### src/rtl/present_pkg.sv
// Shared PRESENT definitions: S-box, round count, FSM states and key width.
// Key width follows the PRESENT_KEY128_EN macro (128-bit key when defined, 80-bit otherwise).
package present_pkg;

    localparam int ROUNDS_DEF = 31;

`ifdef PRESENT_KEY128_EN
    localparam int KEY_W = 128;
`else
    localparam int KEY_W = 80;
`endif

    typedef enum logic [1:0] {
        IDLE = 2'd0,
        RUN  = 2'd1,
        DONE = 2'd2
    } state_e;

    // PRESENT 4-bit S-box
    function automatic logic [3:0] sbox(input logic [3:0] x);
        logic [3:0] y;
        case (x)
            4'h0: y = 4'hC;
            4'h1: y = 4'h5;
            4'h2: y = 4'h6;
            4'h3: y = 4'hB;
            4'h4: y = 4'h9;
            4'h5: y = 4'h0;
            4'h6: y = 4'hA;
            4'h7: y = 4'hD;
            4'h8: y = 4'h3;
            4'h9: y = 4'hE;
            4'hA: y = 4'hF;
            4'hB: y = 4'h8;
            4'hC: y = 4'h4;
            4'hD: y = 4'h7;
            4'hE: y = 4'h1;
            default: y = 4'h2;
        endcase
        return y;
    endfunction

endpackage

### src/rtl/present_round_ctrl_if.sv
// Block-in / ciphertext-out handshake bundle for the PRESENT engine.
// Key width tracks PRESENT_KEY128_EN through present_pkg.
interface present_round_ctrl_if;
    logic                          in_valid;
    logic                          in_ready;
    logic [63:0]                   in_data;
    logic [present_pkg::KEY_W-1:0] in_key;
    logic                          out_valid;
    logic                          out_ready;
    logic [63:0]                   out_data;

    // Producer/consumer side
    modport master (
        output in_valid, in_data, in_key, out_ready,
        input  in_ready, out_valid, out_data
    );

    // Cipher engine side
    modport slave (
        input  in_valid, in_data, in_key, out_ready,
        output in_ready, out_valid, out_data
    );
endinterface

### src/rtl/PresentNextStateFun.sv
// One PRESENT round: addRoundKey, sBoxLayer, pLayer. Purely combinational.
module PresentNextStateFun
    import present_pkg::*;
(
    input  logic [63:0] state,
    input  logic [63:0] round_key,
    output logic [63:0] next_state
);
    logic [63:0] keyed;
    logic [63:0] subst;

    assign keyed = state ^ round_key;

    // Sixteen parallel S-boxes, then bit i moves to (16*i) mod 63; bit 63 stays put
    for (genvar n = 0; n < 16; n++) begin : g_sbox
        assign subst[4*n +: 4] = sbox(keyed[4*n +: 4]);
    end

    for (genvar i = 0; i < 64; i++) begin : g_perm
        assign next_state[(i == 63) ? 63 : ((i * 16) % 63)] = subst[i];
    end
endmodule

### src/rtl/present_key_update.sv
// On-the-fly PRESENT key schedule step: rotate left 61, S-box the top nibble(s),
// XOR the round counter in. The 128-bit variant exists only under PRESENT_KEY128_EN.
module present_key_update
    import present_pkg::*;
(
    input  logic [KEY_W-1:0] key,
    input  logic [4:0]       round_idx,
    output logic [KEY_W-1:0] next_key
);
    logic [KEY_W-1:0] rot;

    assign rot = {key[KEY_W-62:0], key[KEY_W-1:KEY_W-61]};

`ifdef PRESENT_KEY128_EN
    // 128-bit schedule: two S-boxed nibbles, counter into bits 66:62
    always_comb begin
        next_key          = rot;
        next_key[127:124] = sbox(rot[127:124]);
        next_key[123:120] = sbox(rot[123:120]);
        next_key[66:62]   = rot[66:62] ^ round_idx;
    end
`else
    // 80-bit schedule: one S-boxed nibble, counter into bits 19:15
    always_comb begin
        next_key        = rot;
        next_key[79:76] = sbox(rot[79:76]);
        next_key[19:15] = rot[19:15] ^ round_idx;
    end
`endif
endmodule

### src/rtl/present_round_ctrl.sv
// Iterative PRESENT encryption core: one round per clock, 31 rounds, final key
// whitening applied combinationally while the result is held in DONE.
// PRESENT_KEY128_EN selects the 128-bit key schedule; default is 80-bit.
module present_round_ctrl
    import present_pkg::*;
#(
    parameter int ROUNDS = ROUNDS_DEF
) (
    input  logic                 clk,
    input  logic                 rst_n,
    present_round_ctrl_if.slave  bus,
    output logic                 busy,
    output logic [4:0]           round_idx
);
    state_e            fsm_q, fsm_d;
    logic [63:0]       state_q;
    logic [KEY_W-1:0]  key_q;
    logic [63:0]       state_nxt;
    logic [KEY_W-1:0]  key_nxt;
    logic              last_round;

    assign last_round = (round_idx == 5'(ROUNDS));

    PresentNextStateFun u_round (
        .state      (state_q),
        .round_key  (key_q[KEY_W-1 -: 64]),
        .next_state (state_nxt)
    );

    present_key_update u_key (
        .key       (key_q),
        .round_idx (round_idx),
        .next_key  (key_nxt)
    );

    // Result is only meaningful in DONE; it is a pure function of the registers so it holds during stalls
    assign bus.out_data = state_q ^ key_q[KEY_W-1 -: 64];

    // FSM state register
    always_ff @(posedge clk or negedge rst_n) begin
        if (!rst_n) fsm_q <= IDLE;
        else        fsm_q <= fsm_d;
    end

    // Next state and handshake outputs
    always_comb begin
        fsm_d         = fsm_q;
        bus.in_ready  = 1'b0;
        bus.out_valid = 1'b0;
        busy          = 1'b1;
        case (fsm_q)
            IDLE: begin
                bus.in_ready = 1'b1;
                busy         = 1'b0;
                if (bus.in_valid) fsm_d = RUN;
            end
            RUN: begin
                if (last_round) fsm_d = DONE;
            end
            DONE: begin
                bus.out_valid = 1'b1;
                if (bus.out_ready) fsm_d = IDLE;
            end
            default: begin
                fsm_d = IDLE;
                busy  = 1'b0;
            end
        endcase
    end

    // Datapath: load on accept, iterate in RUN, clear the counter on output handshake
    always_ff @(posedge clk or negedge rst_n) begin
        if (!rst_n) begin
            state_q   <= '0;
            key_q     <= '0;
            round_idx <= '0;
        end else begin
            case (fsm_q)
                IDLE: begin
                    if (bus.in_valid) begin
                        state_q   <= bus.in_data;
                        key_q     <= bus.in_key;
                        round_idx <= 5'd1;
                    end
                end
                RUN: begin
                    state_q <= state_nxt;
                    key_q   <= key_nxt;
                    // Counter parks at ROUNDS so DONE still reports the last round
                    if (!last_round) round_idx <= round_idx + 5'd1;
                end
                DONE: begin
                    if (bus.out_ready) round_idx <= '0;
                end
                default: ;
            endcase
        end
    end
endmodule

### src/flat_wrapper.sv
// flat-port wrapper written by rule: the top's interface ports become plain ports
module present_round_ctrl_flat import present_pkg::*;
#(
    parameter int ROUNDS = ROUNDS_DEF
)
  (clk, rst_n, busy, round_idx, bus_in_valid, bus_in_data, bus_in_key, bus_out_ready, bus_in_ready, bus_out_valid, bus_out_data);
  present_round_ctrl_if bus_i ();
  input  logic clk;
  input  logic rst_n;
  output logic busy;
  output logic [4:0] round_idx;
  input wire logic [$bits(bus_i.in_valid)-1:0] bus_in_valid;
  input wire logic [$bits(bus_i.in_data)-1:0] bus_in_data;
  input wire logic [$bits(bus_i.in_key)-1:0] bus_in_key;
  input wire logic [$bits(bus_i.out_ready)-1:0] bus_out_ready;
  output wire logic [$bits(bus_i.in_ready)-1:0] bus_in_ready;
  output wire logic [$bits(bus_i.out_valid)-1:0] bus_out_valid;
  output wire logic [$bits(bus_i.out_data)-1:0] bus_out_data;
  assign bus_i.in_valid = bus_in_valid;
  assign bus_i.in_data = bus_in_data;
  assign bus_i.in_key = bus_in_key;
  assign bus_i.out_ready = bus_out_ready;
  assign bus_in_ready = bus_i.in_ready;
  assign bus_out_valid = bus_i.out_valid;
  assign bus_out_data = bus_i.out_data;
  present_round_ctrl #(.ROUNDS(ROUNDS)) u_core (.clk(clk), .rst_n(rst_n), .bus(bus_i), .busy(busy), .round_idx(round_idx));
endmodule
### config.mk
export PLATFORM = sky130hd
export DESIGN_NAME = present_round_ctrl_flat
export DESIGN_NICKNAME = d
export VERILOG_FILES = /design/src/rtl/present_pkg.sv /design/src/rtl/present_round_ctrl_if.sv /design/src/rtl/PresentNextStateFun.sv /design/src/rtl/present_key_update.sv /design/src/rtl/present_round_ctrl.sv /design/src/flat_wrapper.sv
export SDC_FILE = /design/constraint.sdc
export NUM_CORES = 1
export LEC_CHECK = 0
export ABC_CLOCK_PERIOD_IN_PS = 4500
export CAP_MARGIN = 20
export CORE_MARGIN = 10
export CORE_UTILIZATION = 50
export DETAILED_ROUTE_END_ITERATION = 10
export PLACE_DENSITY = 0.86
export SLEW_MARGIN = 15
export SYNTH_ARGS = -nofsm -noshare
export SYNTH_HDL_FRONTEND = slang
export SYNTH_SLANG_ARGS = --single-unit
### constraint.sdc
create_clock -name clk -period 4.5 [get_ports clk]
set_input_delay 1.35 -clock clk [delete_from_list [all_inputs] [get_ports clk]]
set_output_delay 1.35 -clock clk [all_outputs]
set_load 0.02 [all_outputs]
After elaboration in Yosys (flattened, before gate mapping) --
Memory sizes are Yosys's and may differ from the RTL's. Index checks and enable logic that the tools add are counted. Widths: inputs -> output; s select.
Word-level totals: bits of input ports 148, bits in read-only memories 1088, bits in registers 151, word-level logic and storage cells 53, memories kept 17, output and inout bits 72
Memory list:
- (name not given) | words 16, bits a word 4, read ports 1, clocked after memory_dff 0, wr ports 0, RTL line present_pkg.sv:22 | case (x)
- (name not given) | words 16, bits a word 4, read ports 1, clocked after memory_dff 0, wr ports 0, RTL line present_pkg.sv:22
- (name not given) | words 16, bits a word 4, read ports 1, clocked after memory_dff 0, wr ports 0, RTL line present_pkg.sv:22
- (name not given) | words 16, bits a word 4, read ports 1, clocked after memory_dff 0, wr ports 0, RTL line present_pkg.sv:22
- (name not given) | words 16, bits a word 4, read ports 1, clocked after memory_dff 0, wr ports 0, RTL line present_pkg.sv:22
- (name not given) | words 16, bits a word 4, read ports 1, clocked after memory_dff 0, wr ports 0, RTL line present_pkg.sv:22
- +11 memories
Operators by class: mux-type cells 15, bitwise gates (word level) 2, reduce and logical (&&, ||, !) cells 7, eq/ne operators 7, $add $sub $neg 1
Operators with widths (count):
- $pmux 80 s2 | 1
- $pmux 64 s2 | 1
- $mux 80 | 1
- $mux 64 | 1
- $xor 64x64->64 | 1
- $mux 5 | 3
- $pmux 5 s3 | 1
- $mux 2 | 3
- $ne 2x2->1 const B | 3
- $pmux 2 s3 | 1
- $add 5x1->5 const B | 1
- $eq 5x5->1 const B | 1
- $xor 5x5->5 | 1
- $reduce_and 4->1 | 1
- $mux 1 | 3
- $reduce_and 3->1 | 1
- $reduce_bool 3->1 | 1
- $eq 2x1->1 const B | 1
- $eq 2x2->1 const B | 1
- $logic_not 2->1 | 1
- $ne 2x1->1 const B | 1
- $reduce_and 2->1 | 1
- $reduce_bool 2->1 | 1
- $reduce_or 2->1 | 1

Depth between registers and ports, before layout --
Gate-level depths: netlist of the first run.
depth after elaboration 3, gate-level depth with buffers 9

Hierarchy --
A second synthesis of the first run with hierarchy kept.
Second synthesis, totals: cells, all modules 1149, area, all modules 11524.8 µm²
By module, submodules not included:
- present_round_ctrl | seq. area each 3778.6 µm², area each 7656.1 µm², cells each 731, times used 1
- PresentNextStateFun | seq. area each 0.0 µm², area each 3106.7 µm², cells each 324, times used 1
- present_key_update | seq. area each 0.0 µm², area each 762.0 µm², cells each 94, times used 1

Least setup slack after synthesis of the first run --
No wires, ideal clock.
path kind input to register, from input bus_in_valid, to register u_core.key_q[20], path slack 1995 ps, buffers on the path 4, required time 4417 ps, arrival 2423 ps, stages on the path 8, path through buf_2 > nand2b_2 > o21ai_2 > buf_2 > buf_4 > buf_4 > nand2_1 > o21ai_0
Between the ends: longest elaborated chain between the ends 2
Ends and longest elaborated chain:
- from (decl) | RTL line flat_wrapper.sv:12 | input wire logic [$bits(bus_i.in_valid)-1:0] bus_in_valid;
- $ne 2x2->1 (no line)
- $reduce_and 2->1 (no line)
- to (signal assigned) | RTL line present_round_ctrl.sv:82 | key_q <= bus.in_key;
- to (signal assigned) | RTL line present_round_ctrl.sv:88 | key_q <= key_nxt;
- to (decl) | RTL line present_round_ctrl.sv:17 | logic [KEY_W-1:0] key_q;
Every way passes these cells. A chain may end at the register's enable or synchronous reset.

Worst setup path after layout of the first run --
from register u_core.key_q[35], to output bus_out_data[19]
Between the ends: longest elaborated chain between the ends 1
Ends and longest elaborated chain:
- $xor 64x64->64 | RTL line present_round_ctrl.sv:37 | assign bus.out_data = state_q ^ key_q[KEY_W-1 -: 64];
- to (decl) | RTL line flat_wrapper.sv:18 | output wire logic [$bits(bus_i.out_data)-1:0] bus_out_data;
Every way passes these cells.

==> qor.yml, run 1 <==
outcome: "complete, no violations"
min_period_ns: 3.656
finalHoldViolations: 0
drtIter0Drc: 789
rsz0062_at_grt: "no"
grt_overflow: 0
portBuffers: 219
ys_types: 48
drt-wirelength-per-cell_um: 22.06
syn_area_per_cell_sq_um: 9.176
tns_ns: 0
start_util: 0.5059
synth_warnings: 0
slowest_delay_ns: 0.76
wl_um: 35070
startpoint_type: "flip-flop"
vias: 9437
final-setup-viol-count: 0
grt_pass1_wl_um: 53190
grtUsageTotal: 0.2583
grt_max_degree: 124
drc: 0
synth_area_leaders: "dfrtp_1 (37%), mux2i_1 (7.8%), ha_1 (7.2%), o21ai_0 (6.5%), nand2_1 (4.2%)"
yosysSeqAreaShare: 0.3703
numCtsBuffers: 17
ctsRootBufferMaster: "clkbuf_16"
postCtsHoldBufs: 0
period_share: 0.8125
synth-edff-count: 0
post-place-ws_ns: 0.8891
yosysTopAreaCellShare: 0.3703
cts_buffer_depth: 2
die_height_um: 162.9
worstSetupEndpointType: "output pin"
rows: 52
synthFlopType: "dfrtp_1"
cp.required_ns: 3.15
tritoncts: "built"
regArea_sq_mm: 0.003779
numClockSinks: 151
die_area_sq_mm: 0.02652
cpMaxStageDelayCell: "clkdlybuf4s50_1"
antenna_found_initial: 2
fp.coreArea_sq_mm: 0.02017
drive_gt1_frac: 0.06742
final_util: 0.6556
cp_cell_sequence: "xor2_1 > clkdlybuf4s50_1"
nets: 1514
post-cts-setup-buffers: 0
first_global_vias: 9267
antenna_cells: 0
ys_async_sr_fraction: 1.000
layout_commonest_cell: "clkdlybuf4s50_1"
max_slew_margin: 0.2354
worst_slew_pin_slew_ns: 1.143
drtAntennaViolNets: 0
max_freq_ghz: 0.2735
htreeDepth: 4
critPathKind: "reg -> out"
multi_input_area_sq_mm: 0.005927
ys_ff_latch: 151
hold_ws_ns: 0.4806
avgViaCountPerCell: 5.935
n_fill_cell: 1552
slew_violations: 0
cap_violations: 0
worstHoldPathType: "reg -> reg"
postCtsResizedCells: 0
cp_data_arrival_time_ns: 2.31
netlist_area_sq_mm: 0.01020
gp_congestion: 0.9357
synth_top_cell_by_area: "dfrtp_1"
mostFrequentLayoutCells: "clkdlybuf4s50_1 (218), dfrtp_1 (151), o21ai_0 (132)"
fp.dieW_um: 162.9
syn_inst: 1112
hpwlAfterDp_um: 26360
ios: 220
insertion_delay_ns: 0.43
cts.clk_slew.worst_paths_ns: 0.07
path_max_fanout: 9
syn_nets: 1319
clock_skew_ns: 0.009985
area_growth_pct: 29.60
drt_pass1_iterations: 5
worst_slack_ns: 0.8436
metal layers:
metal  up-vias  routed length, um  GRT usage
li1       4295                  -          -
met3        87               3262    0.06850
met1      4574              14010     0.3277
met2       477              16500     0.4157
met4         4               1274    0.09344
met5         -                 27          0
per-stage QoR:
step | cells | instance area [sq um]
floorplan | 1112 | 10200
global placement | 1558 | 12630
detailed placement | 1558 | 12630
CTS | 1590 | 13220
global route | 1590 | 13220
finish | 1590 | 13220
final timing paths:
kind / startpoint / cells past startpoint / end / slack (ns)
max in group asynchronous: rst_n / 2 / u_core.key_q[22]$_DFFE_PN0P_ / 2.71
setup / recovery: u_core.key_q[35]$_DFFE_PN0P_ / 2 / bus_out_data[19] / 0.84
hold reg to reg: u_core.key_q[12]$_DFFE_PN0P_ / 2 / u_core.key_q[12]$_DFFE_PN0P_ / 0.48
hold / removal: u_core.key_q[12]$_DFFE_PN0P_ / 2 / u_core.key_q[12]$_DFFE_PN0P_ / 0.48
min in group asynchronous: rst_n / 1 / u_core.fsm_q[0]$_DFFE_PN0P_ / 0.89
setup reg to reg: u_core.fsm_q[1]$_DFFE_PN0P_ / 7 / u_core.state_q[25]$_DFFE_PN0P_ / 1.61
cells in the mapped netlist, types with 4 or more instances:
cell type,n
xor2_2,10
buf_4,4
mux4_2,17
a31oi_1,10
o211ai_1,17
nor2_1,101
xnor2_1,39
mux2i_1,80
clkbuf_1,19
inv_1,69
buf_2,27
a211oi_1,12
o22a_1,10
o22ai_1,51
dfrtp_1,151
a211o_1,7
ha_1,59
nand3_1,6
xor2_1,45
inv_2,4
buf_1,5
o21ai_0,132
a21oi_1,74
nor2b_1,8
nand2_1,115
nor3_1,7
state kept, by name, indices dropped and copies added (netlist names):
signal,cells
u_core.key_q,80
u_core.round_idx,5
u_core.fsm_q,2
u_core.state_q,64
cell families after synthesis:
group / share of synthesized area
mux: 0.1245
fa+ha+maj: 0.07235
xor+xnor: 0.09773
flops: 0.3703
simple gates: 0.09602
buf+inv: 0.05187
compound gates: 0.1872
area by class of cell:
type | instances | share of cell area
tap | 270 | 0.02555
multi-input combinational | 833 | 0.4482
sequential | 151 | 0.2857
inverter | 73 | 0.02072
timing repair buffer | 231 | 0.1746
clock buffer | 20 | 0.03454
clock inverter | 12 | 0.01069
critical path, delay by kind of cell, from the launching register on:
kind | cells | cell delay (ns)
XOR/XNOR | 1 | 0.69
buffers and inverters | 1 | 0.76
flip-flops | 1 | 0.42
Power of run 1 is left out: the tool's default activity adds up to more than one toggle a clock period on the data nets, which glitch-free logic cannot reach.
==> inputs of run 2 (changes only) <==
--- a/config.mk
+++ b/config.mk
@@ -5,7 +5,7 @@
 export SDC_FILE = /design/constraint.sdc
 export NUM_CORES = 1
 export LEC_CHECK = 0
-export ABC_CLOCK_PERIOD_IN_PS = 4500
+export ABC_CLOCK_PERIOD_IN_PS = 3500
 export CAP_MARGIN = 20
 export CORE_MARGIN = 10
 export CORE_UTILIZATION = 50
==> constraint.sdc (replaced) <==
create_clock -name clk -period 3.5 [get_ports clk]
set_input_delay 1.05 -clock clk [delete_from_list [all_inputs] [get_ports clk]]
set_output_delay 1.05 -clock clk [all_outputs]
set_load 0.02 [all_outputs]
==> run 2 against run 1 <==
- routed wire length decreased by 1.4%
- cell area rose by 1.2%
- critical path depth rose by 1
- via count shrank 0.69%
- clock skew rose by 0.0026 ns
- first-iteration DRC count down 13%
- hold slack lost 0.0024 ns
- final cell count rose by 0.94%
- sequential share of layout area fell by 0.34 points
- worst setup slack lost 0.65 ns
==> qor.yml, run 2 (synthesis gave the netlist of run 1 again) <==
top_regs: "u_core.key_q x80, u_core.state_q x64, u_core.round_idx x5"  # unchanged
critPathKind: "reg -> out"  # unchanged
r2r_cells: 8  # was 7
crit_family: "buffers and inverters"  # unchanged
insertion_delay_ns: 0.43  # about the same
largest_reg_flops: 80  # unchanged
numClockSinks: 151  # unchanged
crit_cells: 3  # was 2
max_slew_margin: 0.3957  # was 0.2354
postCtsResizedCells: 0  # unchanged
htreeDepth: 4  # unchanged
ios: 220  # unchanged
hpwlAfterDp_um: 26700  # was 26,360 um
slowest_delay_ns: 0.59  # was 0.76 ns
worstHoldPathType: "reg -> reg"  # unchanged
period_share: 0.9461
finalHoldViolations: 0  # unchanged
outcome: "complete, no violations"  # unchanged
rows: 52  # unchanged
drive_gt1_frac: 0.07796  # was 0.06742
layout_commonest_cell: "clkdlybuf4s50_1"  # unchanged
drt_pass1_iterations: 6  # was 5
nets: 1529  # was 1,514
cpMaxStageDelayCell: "clkdlybuf4s50_1"  # unchanged
cp.required_ns: 2.45  # was 3.15 ns
finalNonFillerCells: 1605  # was 1,590
worstSetupEndpointType: "output pin"  # unchanged
cap_violations: 0  # unchanged
dp_cells: 1573  # was 1,558
drc: 0  # unchanged
final_util: 0.6636  # was 0.6556
multi_input_area_sq_mm: 0.005927  # unchanged
fp.dieW_um: 162.9  # unchanged
largest_register: "u_core.key_q"  # unchanged
path_max_fanout: 5  # was 9
antenna_found_initial: 1  # was 2
cts.clk_slew.worst_paths_ns: 0.07  # about the same
tritoncts: "built"  # unchanged
rsz0062_at_grt: "no"  # unchanged
cp_cell_sequence: "xnor2_1 > inv_1 > clkdlybuf4s50_1"  # was xor2_1 > clkdlybuf4s50_1
post-cts-setup-buffers: 0  # unchanged
n_fill_cell: 1574  # was 1,552
postCtsHoldBufs: 0  # unchanged
slew_violations: 0  # unchanged
grt_overflow: 0  # unchanged
first_global_vias: 9251  # was 9,267
start_util: 0.5059  # unchanged
worst_slew_pin_slew_ns: 0.9030  # was 1.143 ns
mostFrequentLayoutCells: "clkdlybuf4s50_1 (218), dfrtp_1 (151), o21ai_0 (132)"  # unchanged
tns_ns: 0  # unchanged
min_period_ns: 3.311
cts_buffer_depth: 2  # unchanged
fp.coreArea_sq_mm: 0.02017  # unchanged
drtIter0Drc: 687  # was 789
die_area_sq_mm: 0.02652  # unchanged
portBuffers: 219  # unchanged
drt-wirelength-per-cell_um: 21.54  # was 22.06 um
whs_path_depth: 2  # unchanged
cp_data_arrival_time_ns: 2.26  # was 2.31 ns
die_height_um: 162.9  # unchanged
worst_slack_ns: 0.1888  # was 0.8436 ns
drtAntennaViolNets: 0  # unchanged
grtUsageTotal: 0.2559  # was 0.2583
max_freq_ghz: 0.3020
ctsRootBufferMaster: "clkbuf_16"  # unchanged
post-place-ws_ns: 0.4374  # was 0.8891 ns
wl_um: 34580  # was 35,070 um
area_growth_pct: 31.18  # was 29.60%
vias: 9372  # was 9,437
avgViaCountPerCell: 5.839  # was 5.935
clock_skew_ns: 0.01255  # was 0.009985 ns
final-setup-viol-count: 0  # unchanged
grt_max_degree: 75  # was 124
grt_pass1_wl_um: 52740  # was 53,190 um
gp_congestion: 0.9344  # was 0.9357
numCtsBuffers: 17  # unchanged
regArea_sq_mm: 0.003779  # unchanged
startpoint_type: "flip-flop"  # unchanged
worst-path-buf-inv: 2  # was 1
==> run 2: cell types whose count changed in the layout (fill, tap and decap cells not counted), sizes merged <==
cell | previous run | this run
bufinv | 2 | 3
clkinvlp | 2 | 0
inv | 77 | 74
buf | 13 | 28
clkinv | 4 | 9
diode | 0 | 1
clkbuf | 20 | 18
==> run 2: path summary, 6_finish.rpt <==
kind	from	to	slack, ns
setup reg to reg	u_core.fsm_q[1]$_DFFE_PN0P_	u_core.state_q[47]$_DFFE_PN0P_	0.92
setup / recovery	u_core.key_q[27]$_DFFE_PN0P_	bus_out_data[11]	0.19
hold / removal	u_core.key_q[13]$_DFFE_PN0P_	u_core.key_q[13]$_DFFE_PN0P_	0.48
hold reg to reg	u_core.key_q[13]$_DFFE_PN0P_	u_core.key_q[13]$_DFFE_PN0P_	0.48
min in group asynchronous	rst_n	u_core.state_q[0]$_DFFE_PN0P_	0.63
max in group asynchronous	rst_n	u_core.state_q[29]$_DFFE_PN0P_	2.08
==> run 2: area by class of cell <==
type	count	area share
diodes	1	0.0001870
clock buffers	18	0.03281
clock inverters	13	0.01159
inverters	73	0.02047
multi-input cells	833	0.4428
flip-flops and latches	151	0.2823
well taps	270	0.02524
repair buffers	246	0.1846
==> run 2: metal layers <==
metal | routed length [um] | vias up | global-route usage
li1 | - | 4324 | -
met1 | 14010 | 4549 | 0.3226
met2 | 15960 | 428 | 0.3981
met3 | 3097 | 71 | 0.07558
met4 | 1511 | 0 | 0.1156
met5 | 0 | - | 0
==> run 2: through the flow <==
stage               area (sq um)  hold slack [ns]
finish                     13390           0.4782
global route               13380           0.5020
CTS                        13380           0.4858
detailed placement         12790           0.4709
global placement           12790           0.4607
floorplan                  10200           0.4494
==> run 2: worst register-to-register path: stages, from the launching register on <==
cell and delay (ns):
dfrtp_1 0.39, inv_1 0.10, ha_4 0.26, inv_1 0.15, buf_4 0.32, nand3_1 0.59
buf_12 0.40, o22ai_1 0.17, a21oi_1 0.07
Power of run 2 is left out for the same reason.
